<file path="config.mk">
export PLATFORM = sky130hd
export DESIGN_NAME = timer_cmd_serializer_flat
export DESIGN_NICKNAME = d
export VERILOG_FILES = /design/src/rtl/timer_pkg.sv /design/src/rtl/timer_cmd_serializer_if.sv /design/src/rtl/timer_cmd_fifo.sv /design/src/rtl/timer_cmd_serializer.sv /design/src/flat_wrapper.sv
export SDC_FILE = /design/constraint.sdc
export NUM_CORES = 1
export LEC_CHECK = 0
export BUFFER_PORTS_ARGS = -buffer_cell sky130_fd_sc_hd__buf_4
export CAP_MARGIN = 5
export CORE_UTILIZATION = 29
export CTS_CLUSTER_DIAMETER = 200
export DETAILED_ROUTE_END_ITERATION = 6
export GPL_TIMING_DRIVEN = 1
export PLACE_DENSITY = 0.53
export REMOVE_ABC_BUFFERS = 1
export SETUP_SLACK_MARGIN = 0.02
export SYNTH_ARGS = -nofsm -noshare
export SYNTH_HDL_FRONTEND = slang
export SYNTH_HIERARCHICAL = 1
export SYNTH_SLANG_ARGS = --single-unit
export TNS_END_PERCENT = 1
</file>
<file path="constraint.sdc">
create_clock -name clk -period 1.5 [get_ports clk]
set_input_delay 0.15 -clock clk [delete_from_list [all_inputs] [get_ports clk]]
set_output_delay 0.15 -clock clk [all_outputs]
set_load 0.02 [all_outputs]
</file>
<file path="src/rtl/timer_pkg.sv">
// Shared types and constants for the timer command serializer.
// States, frame preamble and frame length used by the top and the bench.
package timer_pkg;

    typedef enum logic [2:0] {
        S_IDLE,
        S_GAP,
        S_SHIFT,
        S_WAIT_DONE,
        S_ACK
    } state_t;

    localparam logic [3:0] PREAMBLE   = 4'b1101;
    localparam int         FRAME_BITS = 8;

    // Full frame as shifted out MSB first: preamble then delay nibble.
    function automatic logic [FRAME_BITS-1:0] frame_of(input logic [3:0] delay);
        return {PREAMBLE, delay};
    endfunction

endpackage

</file>
<file path="src/rtl/timer_cmd_serializer_if.sv">
// Command handshake bundle between a command source and the serializer.
// master drives commands, slave accepts them.
interface timer_cmd_serializer_if;
    logic       cmd_valid;
    logic       cmd_ready;
    logic [3:0] cmd_delay;

    modport master (output cmd_valid, output cmd_delay, input cmd_ready);
    modport slave  (input cmd_valid, input cmd_delay, output cmd_ready);
endinterface

</file>
<file path="src/rtl/timer_cmd_fifo.sv">
// Small command queue (pointer + count), async active-low reset.
// Used only when TIMER_CMD_FIFO_EN is defined.
module timer_cmd_fifo #(
    parameter int DEPTH = 4,
    parameter int W     = 4
) (
    input  logic         clk,
    input  logic         reset_n,
    input  logic         push,
    input  logic [W-1:0] din,
    input  logic         pop,
    output logic [W-1:0] dout,
    output logic         full,
    output logic         empty
);
    localparam int AW = $clog2(DEPTH);

    logic [W-1:0]  mem [DEPTH];
    logic [AW-1:0] rd_ptr;
    logic [AW-1:0] wr_ptr;
    logic [AW:0]   count;
    logic          do_push;
    logic          do_pop;

    assign full    = (count == (AW+1)'(DEPTH));
    assign empty   = (count == '0);
    assign dout    = mem[rd_ptr];
    assign do_push = push && !full;
    assign do_pop  = pop && !empty;

    // Storage, pointers and occupancy; pop only ever sees stored entries.
    always_ff @(posedge clk or negedge reset_n) begin
        if (!reset_n) begin
            rd_ptr <= '0;
            wr_ptr <= '0;
            count  <= '0;
            for (int i = 0; i < DEPTH; i++) mem[i] <= '0;
        end else begin
            if (do_push) begin
                mem[wr_ptr] <= din;
                wr_ptr      <= wr_ptr + AW'(1);
            end
            if (do_pop) rd_ptr <= rd_ptr + AW'(1);
            case ({do_push, do_pop})
                2'b10:   count <= count + (AW+1)'(1);
                2'b01:   count <= count - (AW+1)'(1);
                default: count <= count;
            endcase
        end
    end
endmodule

</file>
<file path="src/rtl/timer_cmd_serializer.sv">
// Serialises 4-bit delay commands as 1101+delay frames and handshakes done/ack.
// Optional command queue enabled by defining TIMER_CMD_FIFO_EN.
module timer_cmd_serializer
    import timer_pkg::*;
#(
    parameter int GAP_CYCLES      = 2,
    parameter int WATCHDOG_CYCLES = 20000
) (
    input  logic                   clk,
    input  logic                   reset_n,
    timer_cmd_serializer_if.slave  cmd,
    output logic                   data,
    input  logic                   done,
    output logic                   ack,
    output logic                   busy,
    output logic                   cmd_done,
    output logic                   timeout_err
);
    localparam int GW = $clog2(GAP_CYCLES + 1);
    localparam int WW = $clog2(WATCHDOG_CYCLES + 1);
    localparam logic [GW-1:0] GAP_LAST = GW'(GAP_CYCLES - 1);
    localparam logic [WW-1:0] WD_LAST  = WW'(WATCHDOG_CYCLES - 1);
    localparam logic [2:0]    BIT_LAST = 3'(FRAME_BITS - 1);

    state_t                  state;
    logic [FRAME_BITS-1:0]   shreg;
    logic [GW-1:0]           gcnt;
    logic [2:0]              bcnt;
    logic [WW-1:0]           wd;
    logic                    take;
    logic [3:0]              take_delay;

`ifdef TIMER_CMD_FIFO_EN
    logic       fifo_full;
    logic       fifo_empty;
    logic [3:0] fifo_head;

    assign cmd.cmd_ready = !fifo_full;
    assign take          = (state == S_IDLE) && !fifo_empty;
    assign take_delay    = fifo_head;

    timer_cmd_fifo #(.DEPTH(4), .W(4)) u_fifo (
        .clk     (clk),
        .reset_n (reset_n),
        .push    (cmd.cmd_valid && !fifo_full),
        .din     (cmd.cmd_delay),
        .pop     (take),
        .dout    (fifo_head),
        .full    (fifo_full),
        .empty   (fifo_empty)
    );
`else
    assign cmd.cmd_ready = (state == S_IDLE);
    assign take          = cmd.cmd_valid && cmd.cmd_ready;
    assign take_delay    = cmd.cmd_delay;
`endif

    assign busy = (state != S_IDLE);

    // Frame sequencer: gap, shift-out, wait for done with watchdog, ack.
    always_ff @(posedge clk or negedge reset_n) begin
        if (!reset_n) begin
            state       <= S_IDLE;
            shreg       <= '0;
            gcnt        <= '0;
            bcnt        <= '0;
            wd          <= '0;
            data        <= 1'b0;
            ack         <= 1'b0;
            cmd_done    <= 1'b0;
            timeout_err <= 1'b0;
        end else begin
            data        <= 1'b0;
            ack         <= 1'b0;
            cmd_done    <= 1'b0;
            timeout_err <= 1'b0;
            case (state)
                S_IDLE: begin
                    if (take) begin
                        shreg <= frame_of(take_delay);
                        gcnt  <= '0;
                        state <= S_GAP;
                    end
                end
                S_GAP: begin
                    if (gcnt == GAP_LAST) begin
                        gcnt  <= '0;
                        bcnt  <= '0;
                        state <= S_SHIFT;
                    end else begin
                        gcnt <= gcnt + GW'(1);
                    end
                end
                S_SHIFT: begin
                    data  <= shreg[FRAME_BITS-1];
                    shreg <= {shreg[FRAME_BITS-2:0], 1'b0};
                    bcnt  <= bcnt + 3'd1;
                    if (bcnt == BIT_LAST) begin
                        wd    <= '0;
                        state <= S_WAIT_DONE;
                    end
                end
                S_WAIT_DONE: begin
                    if (done) begin
                        ack      <= 1'b1;
                        cmd_done <= 1'b1;
                        state    <= S_ACK;
                    end else if (wd == WD_LAST) begin
                        timeout_err <= 1'b1;
                        state       <= S_IDLE;
                    end else begin
                        wd <= wd + WW'(1);
                    end
                end
                S_ACK: state <= S_IDLE;
                default: state <= S_IDLE;
            endcase
        end
    end
endmodule

</file>
<file path="src/flat_wrapper.sv">
// flat-port wrapper written by rule: the top's interface ports become plain ports
module timer_cmd_serializer_flat import timer_pkg::*;
#(
    parameter int GAP_CYCLES      = 2,
    parameter int WATCHDOG_CYCLES = 20000
)
  (clk, reset_n, data, done, ack, busy, cmd_done, timeout_err, cmd_cmd_valid, cmd_cmd_delay, cmd_cmd_ready);
  timer_cmd_serializer_if cmd_i ();
  input  logic clk;
  input  logic reset_n;
  output logic data;
  input  logic done;
  output logic ack;
  output logic busy;
  output logic cmd_done;
  output logic timeout_err;
  input wire logic [$bits(cmd_i.cmd_valid)-1:0] cmd_cmd_valid;
  input wire logic [$bits(cmd_i.cmd_delay)-1:0] cmd_cmd_delay;
  output wire logic [$bits(cmd_i.cmd_ready)-1:0] cmd_cmd_ready;
  assign cmd_i.cmd_valid = cmd_cmd_valid;
  assign cmd_i.cmd_delay = cmd_cmd_delay;
  assign cmd_cmd_ready = cmd_i.cmd_ready;
  timer_cmd_serializer #(.GAP_CYCLES(GAP_CYCLES), .WATCHDOG_CYCLES(WATCHDOG_CYCLES)) u_core (.clk(clk), .reset_n(reset_n), .cmd(cmd_i), .data(data), .done(done), .ack(ack), .busy(busy), .cmd_done(cmd_done), .timeout_err(timeout_err));
endmodule
</file>
# Word-level counts from Yosys, hierarchy flattened
# Index checks and enable logic that the tools add are counted.
# totals
out_inout_bits,6
wordCells,58
ff_bits,34
# classes
reduce_logical,12
muxes,23
add_sub_neg,3
n_eq_ne,12
# op_table
cell,count
2-to-1 mux 15 bit,3
one-hot mux 15 bit (2 select lines),1
2-to-1 mux 3 bit,6
one-hot mux 8 bit (2 select lines),1
"adder 15 x 1 -> 15 bit, second input constant",1
"== test 15 bit, second input constant",1
one-hot mux 3 bit (4 select lines),1
2-to-1 mux 8 bit,1
AND reduction 4 bit,2
nonzero test 2 bit,4
"== test 3 x 2 -> 1 bit, second input constant",2
2-to-1 mux 1 bit,6
"inequality test 2 bit, second input constant",3
one-hot mux 3 bit (2 select lines),1
AND reduction 2 bit,3
2-to-1 mux 2 bit,2
"inequality test 2 x 1 -> 1 bit, second input constant",2
one-hot mux 2 bit (2 select lines),1
"adder 3 x 1 -> 3 bit, second input constant",1
"== test 3 x 1 -> 1 bit, second input constant",1
"== test 3 bit, second input constant",1
zero test 3 bit,1
"inequality test 3 x 2 -> 1 bit, second input constant",1
nonzero test 3 bit,1
3 further kinds,3

# Logic depth before layout (Yosys ltp)
# depth
word_depth,4
mapped_depth,8
ltp_nobuf,7

# Worst setup path after synthesis
# OpenSTA, ideal clock, no wires.
# synth_path
kind,register -> register
start,register u_core.wd[0]
end,register u_core.wd[9]
path_stages_with_launch,8
n_path_buf,1
arrival_time_ps,1488
slack_ps,-98
required_time_ps,1390
synth_period_minus_slack_ps,1598
path_cell_list,dfrtp_1 ha_1 and3_1 nand4_4 o2111ai_2 buf_6 o21ai_1 o41ai_1
# synth_via
elab_chain_len,4
elab_cells_between_ends,7
cone_classes,1 x add/sub; 2 x eq/ne; 3 x mux; 1 x reduce/logical
# synth_lines
element,line,source
start: declaration,timer_cmd_serializer.sv:29,logic [WW-1:0] wd;
start signal: assignment,timer_cmd_serializer.sv:112,wd <= wd + WW'(1);
adder 15 x 1 -> 15 bit,timer_cmd_serializer.sv:112,
2-to-1 mux 15 bit,timer_cmd_serializer.sv:108,end else if (wd == WD_LAST) begin
2-to-1 mux 15 bit,timer_cmd_serializer.sv:104,if (done) begin
one-hot mux 15 bit (2 select lines),timer_cmd_serializer.sv:77,case (state)
# Several ways; a longest one is shown, not always the timed one. The select of a mux whose other input is x is not followed.
# A chain may end at the register's enable or synchronous reset.

# Worst setup path in the final report
# layout_path
start,register u_core.wd[5]
end,register u_core.wd[1]
# layout_via
elab_chain_len,3
# layout_lines
element,line
== test 15 bit,timer_cmd_serializer.sv:108
inequality test 2 bit (no line),--
AND reduction 4 bit (no line),--
# Every way passes these cells.

==> reports/qor.yml <==
cts:
  htreeDepth: 2
  cts_tree: "built"
  cts_root_buffer: "clkbuf_8"
  clkTransAtPathRegs_ns: 0.07
  clkLatencyLatePin_ns: 0.29
  numCtsBuffers: 5
  cts_max_path_buffers: 2
  clock-sinks: 34
logic_synthesis:
  synth_top_family_by_area: "simple AND/OR/NAND/NOR gates"
  async_reset_ff_share_pct: 100.0
  synth_top_area_share_pct: 49.42
  synth_compound_area_share_pct: 20.49
  netlist_area_um2: 1722
  synth_edf_count: 0
  yosysWarnings: 6
  yosysSeqAreaShare_pct: 49.42
  synth_area_per_cell_um2: 9.565
  synthDistinctLibCells: 36
  yosysTopAreaCell: "dfrtp_1"
  synth_flop_cell: "dfrtp_1"
  synth_xor_area_share_pct: 0
  synthAdderAreaFrac_pct: 2.180
  postSynthCellCount: 180
  synth_area_leaders: "dfrtp_1, o21ai_0, nand2_1"
  synthMuxAreaShare_pct: 2.398
  synth_simple_gate_area_share_pct: 20.57
  ys_seq_elements: 34
hold_path:
  hp-class: "in -> reg"
  worstHoldPathCells: 2
critical_path:
  crit_arrival_ns: 1.81
  end_kind: "flop"
  reg2regPathDepth: 6
  criticalPathCategory: "reg -> reg"
  critical_path_peak_fanout: 5
  critPathRequiredTime_ns: 1.69
  cp-start-kind: "flop"
placed_design:
  placedCellCount: 292
  routabilityCongestion: 0.8298
  io_buffer_count: 13
  dpl.hpwl_um: 2937
layout:
  multi_input_area_um2: 918.4
  final_core_util_pct: 43.08
  final_nets: 243
  layout.cells.non_filler: 305
  area_delta_synth_final_pct: 40.33
  regArea_um2: 852.1
  antennaDiodeCount: 0
  n_fill_cell: 571
  drive_gt1_share_pct: 40.77
timing:
  timing.final.ws_setup_ns: -0.1207
  fin_setup_tns_ns: -1.439
  finalCriticalPeriod_ns: 1.621
  whs_ns: 0.08926
  slew_headroom_pct: 71.06
  fin_crit_sh_pct: 108.0
  rsz0062_at_grt: "true"
  final_max_slew_viol_count: 0
  tightest_slew_ns: 0.4341
  finalSetupViolCount: 18
  finalHoldViolCount: 0
  clock_skew_ns: 0.003342
  fmax_ghz: 0.6170
die:
  die_x_um: 79.05
  core_um2: 5608
  ioPinCount: 14
  die-area_um2: 6249
  initial_core_util_pct: 30.70
  rows: 27
  die_y_um: 79.05
global_route:
  grt_pass1_wl_um: 6975
  track_usage_pct: 14.69
  grt_max_degree: 35
  first_global_vias: 1470
  antenna_found_initial: 0
  grt_overflow_total: 0
run_status:
  violations: "negative setup slack"
  status: "finished, violations left"
job:
  maxCapViolCount: 0
routing:
  firstDrtPassIters: 4
  highest_layer: "met4"
  met2_length_um: 1906
  drt_iter0_markers: 67
  drc: 0
  vias_per_cell: 5.052
  drt.antenna.violating_nets: 0
  vias: 1541
  m1WireLength_um: 2100
  met3_length_um: 102
  post_drt_wl_per_cell_um: 13.65
  drt_wl_total_um: 4164
power_and_ir_drop:
  vdd_drop_max_uv: 719.1
  power_density_nw_per_um2: 1442
  p_leak_nw: 1.055
metal layers:
layer / vias up / GRT usage [%]
met5: - / 0
met4: 0 / 6.000
met3: 5 / 3.563
met2: 18 / 21.90
met1: 752 / 20.26
li1: 766 / -
cell type report:
cell class,count,share of cell area (%)
clock inverter,2,0.5179
sequential,34,35.27
clock buffer,6,3.418
tap,72,3.729
inverter,8,1.243
multi-input combinational,129,38.01
timing repair buffer,54,17.81
report_power, final:
part	total, W	switching [W]	leakage [nW]	internal, W
Combinational	0.00146	0.000762	0.573	0.000700
Sequential	0.00131	0.000166	0.435	0.00115
Clock	0.000711	0.000342	0.0472	0.000369
registers in the layout, summed over array words and instances, names as in the netlist:
| name | count |
|---|---|
| u_core/timeout_err | 1 |
| u_core/state | 3 |
| u_core/gcnt | 2 |
| u_core/data | 1 |
| u_core/wd | 15 |
| u_core/shreg | 8 |
| u_core/cmd_done | 1 |
| u_core/bcnt | 3 |
path summary, 6_finish.rpt:
| kind | endpoint | from | slack (ns) |
|---|---|---|---|
| hold / removal | u_core/timeout_err$_DFF_PN0_ | done | 0.09 |
| hold reg to reg | u_core/shreg[5]$_DFFE_PN0P_ | u_core/shreg[4]$_DFFE_PN0P_ | 0.48 |
| setup / recovery | u_core/wd[1]$_DFFE_PN0P_ | u_core/wd[5]$_DFFE_PN0P_ | -0.12 |
| max in group asynchronous | u_core/wd[5]$_DFFE_PN0P_ | reset_n | 0.79 |
| setup reg to reg | u_core/wd[1]$_DFFE_PN0P_ | u_core/wd[5]$_DFFE_PN0P_ | -0.12 |
| min in group asynchronous | u_core/shreg[0]$_DFFE_PN0P_ | reset_n | 0.36 |
worst max-delay path, stage by stage, from the launching register on:
cell and delay [ns]:
dfrtp_2 0.45, nor4_4 0.33, nand4_4 0.16, o2111ai_4 0.28, buf_6 0.18, nand2_2 0.06, o31ai_2 0.06
metrics by stage:
stage                     instance area [um2]  power [W]  worst slack [ns]
after floorplan                          1667   0.001997           -0.2946
after global placement                   2125   0.002559          -0.09509
after detailed placement                 2125   0.002586           -0.1437
after CTS                                2252   0.003355          -0.08388
after global routing                     2416   0.003744           -0.1823
final                                    2416   0.003485           -0.1207
cell families after synthesis:
family | after synthesis
and+or+nand+nor | 66
DFF | 34
buffers and inverters | 17
muxes | 4
adders and majority gates | 3
AOI/OAI and AO/OA | 56
what timing repair did:
action | in CTS | in global routing
pin swaps | 1 | 17
buffers inserted | 1 | 2
resized for setup | 5 | 42
hold buffers | 1 | 0
hold endpoints to repair | 34 | 0
setup endpoints to repair | 17 | 24
cloned | 0 | 1
placed cells by master (no fill, tap or decap), types with 4 or more instances in the layout:
cell type,instances
a21oi_1,5
a31oi_1,8
and3_1,4
buf_4,47
buf_6,6
clkbuf_8,6
dfrtp_1,33
inv_1,6
nand2_1,18
nand3_1,12
nor2_1,15
o21ai_0,8
o21ai_1,7
o21ai_2,10
o31ai_1,5
synthesized netlist by cell type, drive strengths merged (5+ instances only):
master / count
a21oi: 5
a31oi: 8
and3: 5
buf: 6
dfrtp: 34
inv: 8
nand2: 20
nand3: 12
nor2: 15
o21ai: 25
o31ai: 8
Note: power is estimated with default switching activity, not from simulation.
